===== src/rtl/irq_stim_pkg.sv =====
// Shared constants for the irq stimulus generator: register map, ctrl bits, mode and LFSR setup.
// The LFSR items are only used when IRQ_STIM_JITTER_EN is defined.
package irq_stim_pkg;

  localparam logic [1:0] REG_CTRL   = 2'd0;
  localparam logic [1:0] REG_PERIOD = 2'd1;
  localparam logic [1:0] REG_OVR    = 2'd2;
  localparam logic [1:0] REG_LFSR   = 2'd3;

  localparam int unsigned CTRL_EN_BIT   = 0;
  localparam int unsigned CTRL_MODE_BIT = 1;

  typedef enum logic {
    MODE_PULSE = 1'b0,
    MODE_LEVEL = 1'b1
  } mode_e;

  localparam logic [15:0] LFSR_SEED = 16'hACE1;
  // Fibonacci taps 16,14,13,11 expressed as bit positions 15,13,12,10.
  localparam logic [15:0] LFSR_TAPS = 16'hB400;

  function automatic logic [15:0] lfsr_step(input logic [15:0] s);
    return {s[14:0], ^(s & LFSR_TAPS)};
  endfunction

endpackage


===== src/rtl/irq_stim_chan.sv =====
// One programmable interrupt channel: period counter, pulse/level output, pending and overrun.
// With IRQ_STIM_JITTER_EN defined, an LFSR adds 0..15 cycles to each interval.
module irq_stim_chan
  import irq_stim_pkg::*;
#(
  parameter int unsigned CNT_W      = 16,
  parameter int unsigned DEF_PERIOD = 8191,
  parameter bit          DEF_EN     = 1'b0
`ifdef IRQ_STIM_JITTER_EN
  ,
  parameter int unsigned CH_IDX     = 0
`endif
) (
  input  logic             clk,
  input  logic             reset,
  input  logic             ctrl_we,
  input  logic             period_we,
  input  logic             ovr_we,
  input  logic [CNT_W-1:0] wdata,
  input  logic             eoi,
  output logic             en,
  output logic             mode,
  output logic [CNT_W-1:0] period,
  output logic [7:0]       ovr,
  output logic [15:0]      lfsr,
  output logic             irq
);

  localparam int unsigned CW = CNT_W + 1;

  logic [CNT_W:0]   cnt_q, cnt_d, cmp_val;
  logic [CNT_W-1:0] period_q, period_d;
  logic             en_q, en_d;
  mode_e            mode_q, mode_d;
  logic             pending_q, pending_d;
  logic [7:0]       ovr_q, ovr_d;
  logic             irq_q, irq_d;
  logic             fire;

`ifdef IRQ_STIM_JITTER_EN
  logic [15:0] lfsr_q;

  // One extra bit keeps period + jitter from wrapping.
  assign cmp_val = {1'b0, period_q} + CW'(lfsr_q[3:0]);
  assign lfsr    = lfsr_q;

  always_ff @(posedge clk) begin
    if (reset) begin
      lfsr_q <= LFSR_SEED + 16'(CH_IDX);
    end else if (fire) begin
      lfsr_q <= lfsr_step(lfsr_q);
    end
  end
`else
  assign cmp_val = {1'b0, period_q};
  assign lfsr    = '0;
`endif

  assign fire = en_q && (cnt_q == cmp_val);

  always_comb begin
    en_d      = en_q;
    mode_d    = mode_q;
    period_d  = period_q;
    cnt_d     = cnt_q;
    pending_d = pending_q;
    ovr_d     = ovr_q;

    if (en_q) cnt_d = fire ? '0 : cnt_q + CW'(1);

    if (mode_q == MODE_LEVEL) begin
      if (fire) begin
        // A same-cycle eoi is consumed by the new fire: pending stays set, no overrun.
        pending_d = 1'b1;
        if (pending_q && !eoi && ovr_q != 8'hFF) ovr_d = ovr_q + 8'd1;
      end else if (eoi) begin
        pending_d = 1'b0;
      end
    end

    if (ovr_we) ovr_d = '0;

    if (period_we) begin
      period_d = wdata;
      cnt_d    = '0;
    end

    if (ctrl_we) begin
      en_d   = wdata[CTRL_EN_BIT];
      mode_d = wdata[CTRL_MODE_BIT] ? MODE_LEVEL : MODE_PULSE;
      if (!en_d || mode_d != mode_q) pending_d = 1'b0;
      if (!en_d) cnt_d = '0;
    end

    irq_d = en_d && ((mode_d == MODE_LEVEL) ? pending_d : (fire && mode_q == MODE_PULSE));
  end

  always_ff @(posedge clk) begin
    if (reset) begin
      cnt_q     <= '0;
      period_q  <= DEF_PERIOD[CNT_W-1:0];
      en_q      <= DEF_EN;
      mode_q    <= MODE_PULSE;
      pending_q <= 1'b0;
      ovr_q     <= '0;
      irq_q     <= 1'b0;
    end else begin
      cnt_q     <= cnt_d;
      period_q  <= period_d;
      en_q      <= en_d;
      mode_q    <= mode_d;
      pending_q <= pending_d;
      ovr_q     <= ovr_d;
      irq_q     <= irq_d;
    end
  end

  assign en     = en_q;
  assign mode   = mode_q;
  assign period = period_q;
  assign ovr    = ovr_q;
  assign irq    = irq_q;

endmodule


===== src/rtl/irq_stim_gen.sv =====
// Interrupt stimulus generator: NUM_CH programmable channels behind a small register port.
// Define IRQ_STIM_JITTER_EN to add per-channel LFSR interval jitter (readable at reg3).
module irq_stim_gen
  import irq_stim_pkg::*;
#(
  parameter int unsigned NUM_CH     = 2,
  parameter int unsigned IRQ_BASE   = 4,
  parameter int unsigned CNT_W      = 16,
  parameter int unsigned DEF_PERIOD = 8191,
  parameter bit          DEF_EN     = 1'b0
) (
  input  logic        clk,
  input  logic        reset,
  input  logic        cfg_we,
  input  logic        cfg_re,
  input  logic [4:0]  cfg_addr,
  input  logic [31:0] cfg_wdata,
  output logic [31:0] cfg_rdata,
  output logic        cfg_rvalid,
  input  logic [31:0] eoi,
  output logic [31:0] irq
);

  logic [2:0] addr_ch;
  logic [1:0] addr_reg;
  logic       ch_ok;

  assign addr_ch  = cfg_addr[4:2];
  assign addr_reg = cfg_addr[1:0];
  assign ch_ok    = (32'(addr_ch) < NUM_CH);

  logic [NUM_CH-1:0] ch_en, ch_mode, ch_irq;
  logic [CNT_W-1:0]  ch_period [NUM_CH];
  logic [7:0]        ch_ovr    [NUM_CH];
  logic [15:0]       ch_lfsr   [NUM_CH];

  for (genvar i = 0; i < NUM_CH; i++) begin : g_chan
    logic sel;
    assign sel = cfg_we && (addr_ch == 3'(i));

    irq_stim_chan #(
      .CNT_W      (CNT_W),
      .DEF_PERIOD (DEF_PERIOD),
      .DEF_EN     (DEF_EN)
`ifdef IRQ_STIM_JITTER_EN
      ,
      .CH_IDX     (i)
`endif
    ) u_chan (
      .clk       (clk),
      .reset     (reset),
      .ctrl_we   (sel && (addr_reg == REG_CTRL)),
      .period_we (sel && (addr_reg == REG_PERIOD)),
      .ovr_we    (sel && (addr_reg == REG_OVR)),
      .wdata     (cfg_wdata[CNT_W-1:0]),
      .eoi       (eoi[IRQ_BASE+i]),
      .en        (ch_en[i]),
      .mode      (ch_mode[i]),
      .period    (ch_period[i]),
      .ovr       (ch_ovr[i]),
      .lfsr      (ch_lfsr[i]),
      .irq       (ch_irq[i])
    );
  end

  logic             cur_en, cur_mode;
  logic [CNT_W-1:0] cur_period;
  logic [7:0]       cur_ovr;
  logic [15:0]      cur_lfsr;
  logic [31:0]      rdata_d;

  always_comb begin
    cur_en     = 1'b0;
    cur_mode   = 1'b0;
    cur_period = '0;
    cur_ovr    = '0;
    cur_lfsr   = '0;
    for (int unsigned i = 0; i < NUM_CH; i++) begin
      if (addr_ch == 3'(i)) begin
        cur_en     = ch_en[i];
        cur_mode   = ch_mode[i];
        cur_period = ch_period[i];
        cur_ovr    = ch_ovr[i];
        cur_lfsr   = ch_lfsr[i];
      end
    end

    // Read and write share cfg_addr, so a concurrent write always hits the register being read.
    rdata_d = '0;
    if (ch_ok) begin
      case (addr_reg)
        REG_CTRL: begin
          rdata_d = cfg_we ? {30'b0, cfg_wdata[CTRL_MODE_BIT], cfg_wdata[CTRL_EN_BIT]}
                           : {30'b0, cur_mode, cur_en};
        end
        REG_PERIOD: rdata_d = cfg_we ? 32'(cfg_wdata[CNT_W-1:0]) : 32'(cur_period);
        REG_OVR:    rdata_d = cfg_we ? 32'd0 : {24'b0, cur_ovr};
        default:    rdata_d = {16'b0, cur_lfsr};
      endcase
    end
  end

  always_ff @(posedge clk) begin
    if (reset) begin
      cfg_rdata  <= '0;
      cfg_rvalid <= 1'b0;
    end else begin
      cfg_rvalid <= cfg_re;
      if (cfg_re) cfg_rdata <= rdata_d;
    end
  end

  always_comb begin
    irq = '0;
    for (int unsigned i = 0; i < NUM_CH; i++) begin
      irq[IRQ_BASE+i] = ch_irq[i];
    end
  end

  logic unused_inputs;
  assign unused_inputs = ^{cfg_wdata, eoi};

endmodule


===== config.mk =====
export PLATFORM = sky130hd
export DESIGN_NAME = irq_stim_gen
export DESIGN_NICKNAME = d
export VERILOG_FILES = /design/src/rtl/irq_stim_pkg.sv /design/src/rtl/irq_stim_chan.sv /design/src/rtl/irq_stim_gen.sv
export SDC_FILE = /design/constraint.sdc
export NUM_CORES = 1
export LEC_CHECK = 0
export ABC_AREA = 1
export BUFFER_PORTS_ARGS = -buffer_cell sky130_fd_sc_hd__buf_2
export CAP_MARGIN = 20
export CORE_MARGIN = 4
export CORE_UTILIZATION = 50
export CTS_CLUSTER_DIAMETER = 150
export DETAILED_ROUTE_END_ITERATION = 7
export PLACE_DENSITY = 0.86
export SYNTH_ARGS = -nofsm -noshare
export SYNTH_HDL_FRONTEND = slang
export SYNTH_SLANG_ARGS = --single-unit

===== constraint.sdc =====
create_clock -name clk -period 1.7 [get_ports clk]
set_input_delay 0.51 -clock clk [delete_from_list [all_inputs] [get_ports clk]]
set_output_delay 0.51 -clock clk [all_outputs]
set_load 0.01 [all_outputs]

==> flow_metrics.tcl, run 1 <==
set metrics [dict create \
    outcome "finished clean" \
    intPower_uw 3820 \
    crit_path_start_kind "flop" \
    htreeDepth 3 \
    switching_power_uw 1280 \
    dp_hpwl_um 12500 \
    syn_to_final_growth_pct 18.8 \
    ys.flop_type "dfxtp_1" \
    synthArstFlopShare_pct 0 \
    grt.total_usage_pct 22.4 \
    cts_sinks 107 \
    crit_top_cell "nand2_1" \
    syn_inst 954 \
    cp_slowest_cell "dfxtp_2" \
    worst_hold_slack_ns 0.423 \
    rsz0062_at_grt "true" \
    gp_congestion 0.952 \
    finalClockSkew_ns 0.00490 \
    required_ns 1.95 \
    grt_max_degree 33 \
    drc 0 \
    grt-ovfl-total 0 \
    clk_pin_slew_ns 0.07 \
    clk_latency_ns 0.36 \
    synth-seq-area-share_pct 34.0 \
    vdd_drop_max_mv 0.475 \
    fin_nets 1133 \
    pwr-share-seq_pct 49.7 \
    yosys_register_bits 107 \
    synth_warnings 0 \
    grt_pass1_vias 5751 \
    antenna_left 0 \
    critPathCaptureType "flop" \
    die_w_um 120 \
    drive_gt1_share_pct 23.9 \
    pin_count 138 \
    finalSetupTns_ns 0 \
    cts_inserted_buffers 9 \
    rows 40 \
    layout_commonest_cell "nand2_1" \
    synth_edf_count 0 \
    min_period_over_period_pct 96.1 \
    p_sw_share_pct 25.1 \
    wl_um 16600 \
    dieArea_um2 14400 \
    critPathMaxStageDelay_ns 0.36 \
    first_pass_iters 6 \
    power_frac_comb_pct 8.5 \
    placed_area_um2 6880 \
    num_vias 6376 \
    hold_violations 0 \
    min-delay-path-class "primary input to flop" \
    cp.arrival_ns 1.89 \
    cap_violations 0 \
    synth.distinct_cells 42 \
    ctsHoldBuffers 0 \
    clock-root-buffer "clkbuf_16" \
    cellLeakagePower_uw 0.00325 \
    finalInstanceArea_um2 7470 \
    min_period_ns 1.63 \
    crit_path_max_fanout 7 \
    fmax_ghz 0.612 \
    syn_area_um2 6290 \
    critPathBufInv 2 \
    crit_type "flop to flop" \
    layout_common_cells "nand2_1 (204), inv_1 (107), nor2_1 (96), a21oi_1 (83), dfxtp_1 (73)" \
    cp_cell_sequence "buf_6, inv_1, nand2_1, nand2_1, nor2_1, nand2_1, nor2_4, nand3_4, nor2_4, nand3_1, nand2_1, a21oi_1" \
    finalPower_uw 5090 \
    antenna_found_initial 0 \
    placement.io_buffers 45 \
    drt_iter0_markers 644 \
    initial_core_util_pct 51.7 \
    crit_family "simple AND/OR/NAND/NOR gates" \
    drt-wirelength-per-cell_um 13.5 \
    setup_viol 0 \
    power_density_nw_per_um2 681 \
    n_antenna_cell 0 \
    cts_tree "built" \
    cts_buffer_depth 2 \
    grt_first_pass_wirelength_um 26400 \
    clockPowerShare_pct 41.9 \
    slew_violations 0 \
    die_y_um 120 \
    syn_avg_cell_area_um2 6.60 \
    core_area_um2 12200 \
    vias_per_cell 5.19 \
]
-- cell families (layout without fill, tap and decap cells) --
logic type | count (synthesis) | after routing | synth area share, %
simple gates | 436 | 436 | 31.6
other cells | 1 | 46 | 0.0596
mux | 1 | 1 | 0.159
fa+ha+maj | 4 | 4 | 0.795
xor+xnor | 19 | 19 | 2.64
flops | 107 | 107 | 34.0
buf+inv | 203 | 265 | 15.5
compound gates | 183 | 183 | 15.3
-- routing by layer --
metal	GRT usage, %	wire (um)	vias up
li1	-	-	3178
met1	28.4	7000	2883
met2	36.6	7930	269
met3	2.99	1060	46
met4	12.6	653	0
met5	0	0	-
-- worst paths after layout --
check	to	slack [ns]	depth (start not counted)	from
hold / removal	g_chan[1].u_chan.period[12]	0.42	3	cfg_wdata[12]
setup / recovery	g_chan[1].u_chan.ovr[7]	0.07	12	g_chan[1].u_chan.cnt_q[1]
setup reg to reg	g_chan[1].u_chan.ovr[7]	0.07	12	g_chan[1].u_chan.cnt_q[1]
hold reg to reg	cfg_rdata[10]	0.47	2	cfg_rdata[10]
-- metrics by stage --
step / instances / setup slack (ns) / utilization (%)
final: 1229 / 0.0662 / 61.5
after global routing: 1229 / -0.0377 / 61.5
after CTS: 1215 / 0.000647 / 59.0
after detailed placement: 1199 / -0.153 / 56.6
after global placement: 1199 / -0.139 / 56.6
after floorplan: 999 / 0.0354 / -
-- final cells by class --
cell class	count	area (um^2)
inverters	129	484
clock buffers	9	225
repair buffers	120	817
flip-flops and latches	107	2190
multi-input cells	689	3470
fillers	1049	4690
clock inverters	7	77.6
well taps	168	210
-- synth_stat cells, types with 2 or more instances --
library cell	n	area, um^2
o221ai_1	2	17.5
inv_2	19	71.3
buf_4	50	375
nor2_2	13	81.3
nor2_4	6	67.6
clkbuf_1	15	56.3
nand3b_1	2	15.0
nor2_1	101	379
nand3_1	43	215
o21ai_1	3	15.0
dfxtp_1	107	2140
ha_1	4	50.1
nor3b_1	2	15.0
buf_6	2	22.5
nand2_1	210	788
nor3_1	17	85.1
xnor2_1	7	61.3
nand4_1	12	75.1
inv_1	109	409
buf_2	6	30.0
a22oi_1	2	15.0
a21oi_1	83	415
o22ai_1	19	119
nor3b_2	2	25.0
nor3_2	6	60.1
nor4_1	4	25.0
nand2_2	9	56.3
o21ai_0	71	355
nand3_2	4	40.0
xor2_1	12	105
-- registers in the layout, indices dropped and copies added, names as in the netlist --
| signal | flops |
|---|---|
| g_chan.u_chan.cnt_q | 34 |
| cfg_rvalid | 1 |
| g_chan.u_chan.period | 32 |
| g_chan.u_chan.mode | 2 |
| g_chan.u_chan.ovr | 16 |
| g_chan.u_chan.pending_q | 2 |
| cfg_rdata | 16 |
| g_chan.u_chan.irq | 2 |
| g_chan.u_chan.en | 2 |
-- tightest hold or removal path: stages --
cell and delay [ns]:
buf_2 0.11, a21oi_1 0.06, o21ai_0 0.06
-- power groups by stage --
stage	combinational (uW)	sequential, uW	clock, uW
final	431	2530	2130
after global routing	473	2530	2260
after CTS	416	2530	2150
after detailed placement	412	2590	0
after global placement	407	2590	0
after floorplan	319	2590	0
-- what timing repair did --
action                     in CTS  in global routing
setup endpoints to repair       0                 43
resized for setup               0                 72
buffers inserted                0                 14
Note: power is estimated with default switching activity, not from simulation.
==> run 2, diff against run 1 <==
--- a/config.mk
+++ b/config.mk
@@ -12,6 +12,7 @@
 export CORE_UTILIZATION = 50
 export CTS_CLUSTER_DIAMETER = 150
 export DETAILED_ROUTE_END_ITERATION = 7
+export MAX_ROUTING_LAYER = met4
 export PLACE_DENSITY = 0.86
 export SYNTH_ARGS = -nofsm -noshare
 export SYNTH_HDL_FRONTEND = slang
==> flow_metrics.tcl, run 2 (synthesized netlist as in run 1, its figures left out) <==
set metrics [dict create \
    largest_register_ffs 34 \
    required_ns 1.99 \
    finalClockSkew_ns 0.00750 \
    drive_gt1_share_pct 22.5 \
    routed-wl-met3_um 1040 \
    critPathBufInv 1 \
    power_density_nw_per_um2 710 \
    first_pass_iters 5 \
    cts_tree "built" \
    initial_core_util_pct 51.7 \
    antenna_found_initial 0 \
    crit_family "simple AND/OR/NAND/NOR gates" \
    grt_max_degree 35 \
    outcome "finished clean" \
    ctsHoldBuffers 0 \
    wl_met2_um 7990 \
    vdd_drop_max_mv 0.754 \
    cellLeakagePower_uw 0.00319 \
    die_y_um 120 \
    placed_area_um2 6830 \
    min_period_ns 1.66 \
    layout_common_cells "nand2_1 (202), inv_1 (108), nor2_1 (94), dfxtp_1 (83), a21oi_1 (82)" \
    cp_cell_sequence "buf_4, nand2_1, nand2_1, nor2_1, nand2_1, nor2_4, nand4_1, nor2_1, nand2_1, a21oi_2" \
    clk_pin_slew_ns 0.07 \
    die_w_um 120 \
    crit_path_start_kind "flop" \
    cts_buffer_depth 2 \
    instances_no_fill 1213 \
    grt-ovfl-total 0 \
    drt_iter0_markers 575 \
    setup_viol 0 \
    fmax_ghz 0.604 \
    min-delay-path-class "primary input to flop" \
    crit_path_max_fanout 5 \
    drc 0 \
    n_antenna_cell 0 \
    rrSetupSlack_ns 0.04 \
    clock-root-buffer "clkbuf_16" \
    dieArea_um2 14400 \
    worst_hold_slack_ns 0.421 \
    finalPower_uw 5250 \
    crit_top_cell "nand2_1" \
    antenna_left 0 \
    slew_violations 0 \
    rsz0062_at_grt "true" \
    grt_pass1_vias 5805 \
    cp.arrival_ns 1.95 \
    finalSetupTns_ns 0 \
    cp_slowest_cell "dfxtp_2" \
    maxUsedRoutingLayer "met4" \
    syn_to_final_growth_pct 17.5 \
    wl_um 16800 \
    cts_sinks 107 \
    drt-met1-wl_um 7120 \
    drt-wirelength-per-cell_um 13.8 \
    fin_nets 1117 \
    finalInstanceArea_um2 7390 \
    placement.io_buffers 45 \
    min_period_over_period_pct 97.4 \
    rows 40 \
    crit_type "flop to flop" \
    vias_per_cell 5.18 \
    hold_violations 0 \
    n_fill_cell 1070 \
    grt_first_pass_wirelength_um 26900 \
    dp_hpwl_um 12400 \
    pin_count 138 \
    cap_violations 0 \
    critPathCaptureType "flop" \
    dp.cells 1192 \
    top_register "g_chan.u_chan.cnt_q" \
    clk_latency_ns 0.36 \
    layout_commonest_cell "nand2_1" \
    htreeDepth 3 \
    cts_inserted_buffers 9 \
    gp_congestion 0.960 \
    critPathMaxStageDelay_ns 0.34 \
    core_area_um2 12200 \
    num_vias 6288 \
    grt.total_usage_pct 23.3 \
]
-- run 2: cell count changes in the layout (fill, tap and decap cells not counted), moves of 2 or more --
cell,previous run,this run
nand2_1,204,202
clkinv_2,1,3
dfxtp_1,73,83
nor2_4,10,12
buf_4,72,55
dfxtp_2,32,22
nor2_1,96,94
nand2_2,14,17
clkbuf_8,0,2
clkinv_4,3,0
-- run 2: power by group --
group	switching, uW	internal, uW
clock	940	1360
sequential	10.8	2520
combinational	282	134
-- run 2: layout make-up --
class / instances / area, um^2 / area share [%]
Clock buffer: 11 / 253 / 3.42
Inverter: 129 / 484 / 6.55
Sequential cell: 107 / 2180 / 29.4
Timing Repair Buffer: 103 / 681 / 9.21
Clock inverter: 5 / 75.1 / 1.02
Multi-Input combinational cell: 690 / 3510 / 47.5
Tap cell: 168 / 210 / 2.84
-- run 2: worst min-delay path, stage by stage --
cell,delay (ns)
buf_2,0.11
a21oi_1,0.06
o21ai_0,0.06
-- run 2: per-layer routing --
layer | global-route usage, % | up-vias
li1 | - | 3149
met1 | 28.8 | 2846
met2 | 37.2 | 245
met3 | 4.63 | 48
met4 | 10.4 | 0
met5 | - | -
-- run 2: final timing paths --
check | startpoint | to | depth (start not counted)
setup / recovery | g_chan[1].u_chan.cnt_q[0] | g_chan[1].u_chan.ovr[6] | 10
hold / removal | cfg_wdata[8] | g_chan[1].u_chan.period[8] | 3
setup reg to reg | g_chan[1].u_chan.cnt_q[0] | g_chan[1].u_chan.ovr[6] | 10
hold reg to reg | cfg_rdata[10] | cfg_rdata[10] | 2
-- run 2: per-stage QoR --
step                utilization, %  setup WS [ns]
finish                        60.8         0.0446
global route                  60.8        -0.0531
global placement              56.1         -0.148
floorplan                        -         0.0354
detailed placement            56.1         -0.169
CTS                           58.9         0.0171
-- run 2: what timing repair did --
action,CTS,global route
resized for setup,4,66
pin swaps,0,24
buffers inserted,0,4
cloned,0,1
endpoints found under the setup margin,3,46
